===== src/rtl/fifo_ptr_pkg.sv =====
// -----------------------------------------------------------------------------
// fifo_ptr_pkg
// Shared definitions for the async FIFO pointer controllers (write-side full
// controller and read-side empty controller).
//
// Contents
//   DEF_FIFO_DEPTH_BIT / DEF_FIFO_DEPTH / DEF_ALMOST_FULL_GAP
//                 : default geometry used by both pointer controllers
//   PTR_W         : pointer width for the default geometry (address + wrap bit)
//   GRAY_MAX_W    : widest pointer the conversion helpers handle
//   bin2gray()    : binary -> reflected Gray
//   gray2bin()    : reflected Gray -> binary
//
// The helpers work on a GRAY_MAX_W-bit operand. Callers zero-extend a narrower
// pointer and cast the result back down. Leading zeros do not change the
// conversion in either direction, so one pair of functions serves every
// pointer width up to GRAY_MAX_W.
// -----------------------------------------------------------------------------
package fifo_ptr_pkg;

  localparam int DEF_FIFO_DEPTH_BIT  = 4;
  localparam int DEF_FIFO_DEPTH      = 2 ** DEF_FIFO_DEPTH_BIT;
  localparam int DEF_ALMOST_FULL_GAP = 2;
  localparam int PTR_W               = DEF_FIFO_DEPTH_BIT + 1;

  localparam int GRAY_MAX_W = 32;

  // Adjacent codes differ in exactly one bit. That property makes a
  // multi-bit pointer safe to pass through a bit-wise synchroniser.
  function automatic logic [GRAY_MAX_W-1:0] bin2gray(
    input logic [GRAY_MAX_W-1:0] bin
  );
    return bin ^ (bin >> 1);
  endfunction

  // Each binary bit is the XOR of every Gray bit at or above it. The loop
  // walks from the MSB down and carries a running parity.
  function automatic logic [GRAY_MAX_W-1:0] gray2bin(
    input logic [GRAY_MAX_W-1:0] gray
  );
    logic [GRAY_MAX_W-1:0] bin;
    bin[GRAY_MAX_W-1] = gray[GRAY_MAX_W-1];
    for (int i = GRAY_MAX_W - 2; i >= 0; i--) begin
      bin[i] = bin[i+1] ^ gray[i];
    end
    return bin;
  endfunction

endpackage : fifo_ptr_pkg


===== src/rtl/write_ptr_full_ctrl.sv =====
// -----------------------------------------------------------------------------
// write_ptr_full_ctrl
// Write-domain pointer and flag generator of the async FIFO. It sits directly
// upstream of sync_addr_gray.
//
// The block owns the binary write pointer. Every accepted write produces a RAM
// address and advances a registered Gray copy of the pointer, which
// sync_addr_gray carries into the read clock domain. The read pointer arrives
// here already synchronised into w_clk, as Gray. This block uses it to derive
// full, almost_full, a write-side occupancy estimate and a sticky overflow
// flag.
//
// The synchronised read pointer lags the true read pointer by the synchroniser
// delay. Every flag here is therefore pessimistic: full and the level clear
// late, never early.
//
// Parameters
//   FIFO_DEPTH       number of entries, must equal 2**FIFO_DEPTH_BIT
//   FIFO_DEPTH_BIT   address width N; pointers carry N+1 bits (extra wrap bit)
//   ALMOST_FULL_GAP  almost_full asserts at level >= FIFO_DEPTH-ALMOST_FULL_GAP
//
// Ports
//   w_clk                in   1    write clock, the only clock of the block
//   w_rst                in   1    synchronous active-low reset
//   write_en             in   1    write request from the producer
//   read_addr_gray_sync  in   N+1  read pointer (Gray), synchronised to w_clk
//   ovf_clr              in   1    clears the sticky overflow flag
//   mem_write_en         out  1    RAM write strobe = write_en & ~full (comb.)
//   write_addr           out  N    RAM write address (binary pointer [N-1:0])
//   write_addr_gray      out  N+1  registered Gray write pointer
//   full                 out  1    registered full flag
//   almost_full          out  1    registered almost-full flag
//   wr_level             out  N+1  registered occupancy estimate, 0..FIFO_DEPTH
//   overflow             out  1    sticky: a write was attempted while full
// -----------------------------------------------------------------------------
module write_ptr_full_ctrl
  import fifo_ptr_pkg::*;
#(
  parameter int FIFO_DEPTH      = DEF_FIFO_DEPTH,
  parameter int FIFO_DEPTH_BIT  = DEF_FIFO_DEPTH_BIT,
  parameter int ALMOST_FULL_GAP = DEF_ALMOST_FULL_GAP
) (
  input  logic                    w_clk,
  input  logic                    w_rst,
  input  logic                    write_en,
  input  logic [FIFO_DEPTH_BIT:0] read_addr_gray_sync,
  input  logic                    ovf_clr,
  output logic                    mem_write_en,
  output logic [FIFO_DEPTH_BIT-1:0] write_addr,
  output logic [FIFO_DEPTH_BIT:0] write_addr_gray,
  output logic                    full,
  output logic                    almost_full,
  output logic [FIFO_DEPTH_BIT:0] wr_level,
  output logic                    overflow
);

  localparam int W = FIFO_DEPTH_BIT + 1;   // pointer width incl. wrap bit

  // Threshold held at pointer width so the compare stays W bits wide.
  localparam logic [W-1:0] AF_THRESH = W'(FIFO_DEPTH - ALMOST_FULL_GAP);

  // ---------------------------------------------------------------------------
  // State
  // ---------------------------------------------------------------------------
  logic [W-1:0] bin_q,   bin_d;
  logic [W-1:0] gray_q,  gray_d;
  logic [W-1:0] level_q, level_d;
  logic         full_q,  full_d;
  logic         afull_q, afull_d;
  logic         ovf_q,   ovf_d;

  // ---------------------------------------------------------------------------
  // Next-state logic
  // ---------------------------------------------------------------------------
  logic         w_inc;
  logic [W-1:0] rbin;
  logic [W-1:0] full_pattern;

  // Holding reset low masks the strobe as well as the pointer update, so the
  // RAM sees no write while the block is in reset.
  assign w_inc = write_en & ~full_q & w_rst;

  // Read pointer converted to binary for the level arithmetic.
  assign rbin = W'(gray2bin(GRAY_MAX_W'(read_addr_gray_sync)));

  // When the FIFO is full, the write pointer sits exactly FIFO_DEPTH ahead of
  // the read pointer. In Gray code that is the read pointer with its two MSBs
  // inverted and the remaining bits equal. The Gray form is compared directly,
  // so no conversion sits in the full path.
  assign full_pattern = {~read_addr_gray_sync[W-1:W-2],
                         read_addr_gray_sync[W-3:0]};

  // NOTE: every signal written in this block gets a default first, so no path
  // leaves it unassigned and no latch can be inferred.
  always_comb begin
    bin_d   = bin_q + W'(w_inc);          // natural wrap 2**W-1 -> 0
    gray_d  = W'(bin2gray(GRAY_MAX_W'(bin_d)));
    full_d  = (gray_d == full_pattern);
    level_d = bin_d - rbin;               // modular subtract, wrap-safe
    afull_d = (level_d >= AF_THRESH);

    // A new overflow event wins over a clear in the same cycle.
    ovf_d = ovf_q;
    if (write_en && full_q) begin
      ovf_d = 1'b1;
    end else if (ovf_clr) begin
      ovf_d = 1'b0;
    end
  end

  // ---------------------------------------------------------------------------
  // Registers
  // ---------------------------------------------------------------------------
  // NOTE: sequential state is updated with non-blocking assignments so every
  // flop samples the pre-edge value of its inputs, whatever the block order.
  always_ff @(posedge w_clk) begin
    if (!w_rst) begin
      bin_q   <= '0;
      gray_q  <= '0;
      level_q <= '0;
      full_q  <= 1'b0;
      afull_q <= 1'b0;
      ovf_q   <= 1'b0;
    end else begin
      bin_q   <= bin_d;
      gray_q  <= gray_d;
      level_q <= level_d;
      full_q  <= full_d;
      afull_q <= afull_d;
      ovf_q   <= ovf_d;
    end
  end

  // ---------------------------------------------------------------------------
  // Outputs
  // ---------------------------------------------------------------------------
  assign mem_write_en    = w_inc;
  assign write_addr      = bin_q[W-2:0];
  assign write_addr_gray = gray_q;
  assign full            = full_q;
  assign almost_full     = afull_q;
  assign wr_level        = level_q;
  assign overflow        = ovf_q;

endmodule : write_ptr_full_ctrl

===== config.mk =====
export PLATFORM = sky130hd
export DESIGN_NAME = write_ptr_full_ctrl
export DESIGN_NICKNAME = d
export VERILOG_FILES = /design/src/rtl/fifo_ptr_pkg.sv /design/src/rtl/write_ptr_full_ctrl.sv
export SDC_FILE = /design/constraint.sdc
export NUM_CORES = 1
export LEC_CHECK = 0
export CORE_UTILIZATION = 45
export DETAILED_ROUTE_END_ITERATION = 8
export GPL_TIMING_DRIVEN = 0
export PLACE_DENSITY = 0.84
export RECOVER_POWER = 50
export SYNTH_ARGS = -nofsm -noshare
export SYNTH_HDL_FRONTEND = slang
export SYNTH_SLANG_ARGS = --single-unit

===== constraint.sdc =====
create_clock -name w_clk -period 3 [get_ports w_clk]
set_clock_uncertainty 0.05 [all_clocks]
set_input_delay 0.6 -clock w_clk [delete_from_list [all_inputs] [get_ports w_clk]]
set_output_delay 0.6 -clock w_clk [all_outputs]
set_load 0.05 [all_outputs]

==> summary.txt <==
Logic synthesis
  – Count of different cell masters after synthesis: 26
  – Synth Cell Area: 907 µm²
  – FFs w/ async S/R, synth: 0
  – Gate Count Post-Synth: 93
  – FF+latch count, synth: 17
  – Leading register cell type out of synthesis: dfxtp_1
  – Avg Cell Area, Syn: 9.75 µm²
  – Synthesized Nets: 110
  – Count of flip-flops with a built-in enable after synthesis: 0
  – Sequential cell area fraction in the yosys report: 0.375
  – Number of synthesis warnings: 0

Final layout
  – Post-route design area: 1280 µm²
  – Most used cells in the layout excluding fill and tap cells: 17 x dfxtp_1, 13 x clkdlybuf4s50_1, 11 x dlygate4sd3_1
  – Layout area overhead: 40.7%
  – Most common cell after layout, fill and taps aside: dfxtp_1
  – Nets@finish: 145
  – Fin util: 0.708
  – Final std cells w/o fill: 152
  – Number of diodes: 0
  – Fraction of final layout cells with drive strength greater than 1: 0.150

Critical path
  – Worst R2R Path Depth: 8
  – Critical setup path kind: in2reg
  – Worst Path Required: 3.14 ns
  – Worst reg-to-reg setup slack: 0.70 ns
  – Arrival time reported for the critical path endpoint: 3.01 ns
  – Setup crit end kind: flip-flop
  – End of the critical path: wr_level[3]
  – Biggest fanout along the worst timing path: 5
  – Setup crit start kind: primary input
  – Worst setup startpoint: write_en
  – Reg-to-Reg End: wr_level[3]
  – Startpoint of the lowest-slack register-to-register path: full

Clock network
  – Clock-pin slew of the registers on the worst-case setup and hold paths: 0.10 ns
  – Number of buffers inserted during clock tree synthesis: 3
  – CTS root buf: clkbuf_4
  – CTS tree: done
  – Clock latency on the worst-skew pair: 0.29 ns
  – Maximum number of buffers from clock root to sink: 2
  – Number of H-tree levels: 1
  – Clock Sinks: 17
  – Quantity of hold-fixing buffers added after cts: 0

Pwr
  – Power per cell area: 486 nW/µm²
  – Leak Pwr: 0.586 nW
  – Maximum resistive drop on vdd: 0.000320 V

STA
  – Number of pins exceeding their max-slew limit in the final report: 0
  – Clock period minus final worst setup slack: 2.87 ns
  – Setup violators final: 0
  – Worst Slack Setup Final: 0.131 ns
  – Max Freq: 0.349 GHz
  – Headroom to the max-slew limit: 0.661
  – Hold slack: 0.423 ns
  – Fraction of the cycle the final worst path needs: 0.956
  – Hold Vio Cnt, Final: 0
  – Measured slew at the worst slew-check pin: 0.507 ns

Placed design
  – Routability congestion estimate: 0.796
  – Pre-CTS setup slack: -0.373 ns
  – HPWL after detailed placement: 1.43 mm
  – Port Buffer Count: 26
  – Post-Place Cell Area: 1200 µm²
  – Placed insts: 144

Floorplan
  – Die X-Extent: 46.9 µm
  – Total die area: 2200 µm²
  – Initial standard-cell utilization of the core: 0.503
  – CORE AREA: 1800 µm²
  – Die span in y: 46.9 µm
  – Core Rows: 15
  – Num ports: 27

Run status
  – Status: finished, final reports clean

Drt
  – DRT Pass-1 Iters: 4
  – 1st-iter DRT viols: 9
  – Vias per cell: 4.83
  – Count of antenna-violating nets left after detailed routing: 0
  – Average wire per standard cell: 12.4 µm
  – Via count of the routed design: 734
  – Drt drc: 0
  – Routed wire length: 1.89 mm

Global routing
  – Vias in the first global route: 675
  – Number of antenna violations at the first check in global routing: 0
  – GR Util All Layers: 0.183
  – Congestion Overflow GR: 0
  – Maximum number of pins on one net before global-route repair: 11
  – First-pass GRT wire length: 2.79 mm

Min path
  – Worst hold-check path type: reg2reg

Flow run
  – # Max-Cap Violations: 0
## timing repair
item | CTS | global route
pin swaps | 0 | 3
cloned | 0 | 0
endpoints found under the hold margin | 0 | 0
setup endpoints to repair | 3 | 4
resized for setup | 0 | 6
buffers inserted | 1 | 3
## sequential cells by signal, indices dropped and copies added, names as in the netlist
| name | cells |
|---|---|
| wr_level | 5 |
| bin_q | 5 |
| overflow | 1 |
| almost_full | 1 |
| full | 1 |
| write_addr_gray | 4 |
## worst min path at each step
stage,start,endpoint,slack [ns],cells after the start
3_5_place_dp,overflow,overflow,0.41,2
3_3_place_gp,overflow,overflow,0.41,2
4_1_cts,overflow,overflow,0.43,2
5_1_grt,overflow,overflow,0.44,2
2_1_floorplan,overflow,overflow,0.64,2
6_report,overflow,overflow,0.42,2
## metrics by stage
stage | power [mW] | setup TNS (ns)
2_1_floorplan | 0.425 | 0
3_3_place_gp | 0.493 | -0.960
3_5_place_dp | 0.498 | -1.19
4_1_cts | 0.616 | 0
5_1_grt | 0.652 | -0.0389
6_report | 0.620 | 0
## cells in the mapped netlist (all sizes together), types with 3 or more instances
master,number,share of area
dfxtp,17,0.38
xor2,11,0.13
nor2,10,0.041
xnor2,9,0.095
ha,7,0.097
nand2,6,0.025
and2,5,0.037
inv,5,0.021
a21oi,4,0.022
nand2b,4,0.028
nand3,3,0.017
## area by class of cell
type	instances	area [µm²]
Sequential cell	17	340
Clock inverter	1	5.00
Multi-Input combinational cell	70	559
Fill cell	144	526
Timing Repair Buffer	30	295
Tap cell	25	31.3
Inverter	5	18.8
Buffer	1	3.75
Clock buffer	3	22.5
## report_power, final
group	total [mW]	switching (mW)	internal [mW]
clock network	0.122	0.0729	0.0496
logic	0.245	0.150	0.0955
registers	0.252	0.00576	0.246
## logic make-up (layout without fill, tap and decap cells)
kind of cell               after synthesis  after routing  synth area share
and+or+nand+nor                         34             34             0.201
DFF                                     17             17             0.375
adders and majority gates                8              8             0.119
xor gates and xnor gates                20             20             0.226
buffers and inverters                    6             40            0.0248
AOI/OAI and AO/OA                        8              8            0.0538
## per-layer routing
metal | vias to the layer above | part of all wire | routed length, µm | track usage
met4 | 0 | 0.026 | 50 | 0.114
met5 | - | 0 | 0 | 0
met2 | 24 | 0.52 | 980 | 0.297
met1 | 336 | 0.43 | 807 | 0.231
li1 | 367 | - | - | -
met3 | 7 | 0.027 | 51 | 0.0231
## worst max-delay path, cell delays in order
cell and delay, ns:
dlygate4sd3_1 0.55, nand2_1 0.07, nor2_2 0.14, ha_1 0.17, ha_1 0.29, xor2_2 0.23
ha_1 0.30, o21a_1 0.13, or3_1 0.33, and3_1 0.20
Power figures use the tool's default switching activity.
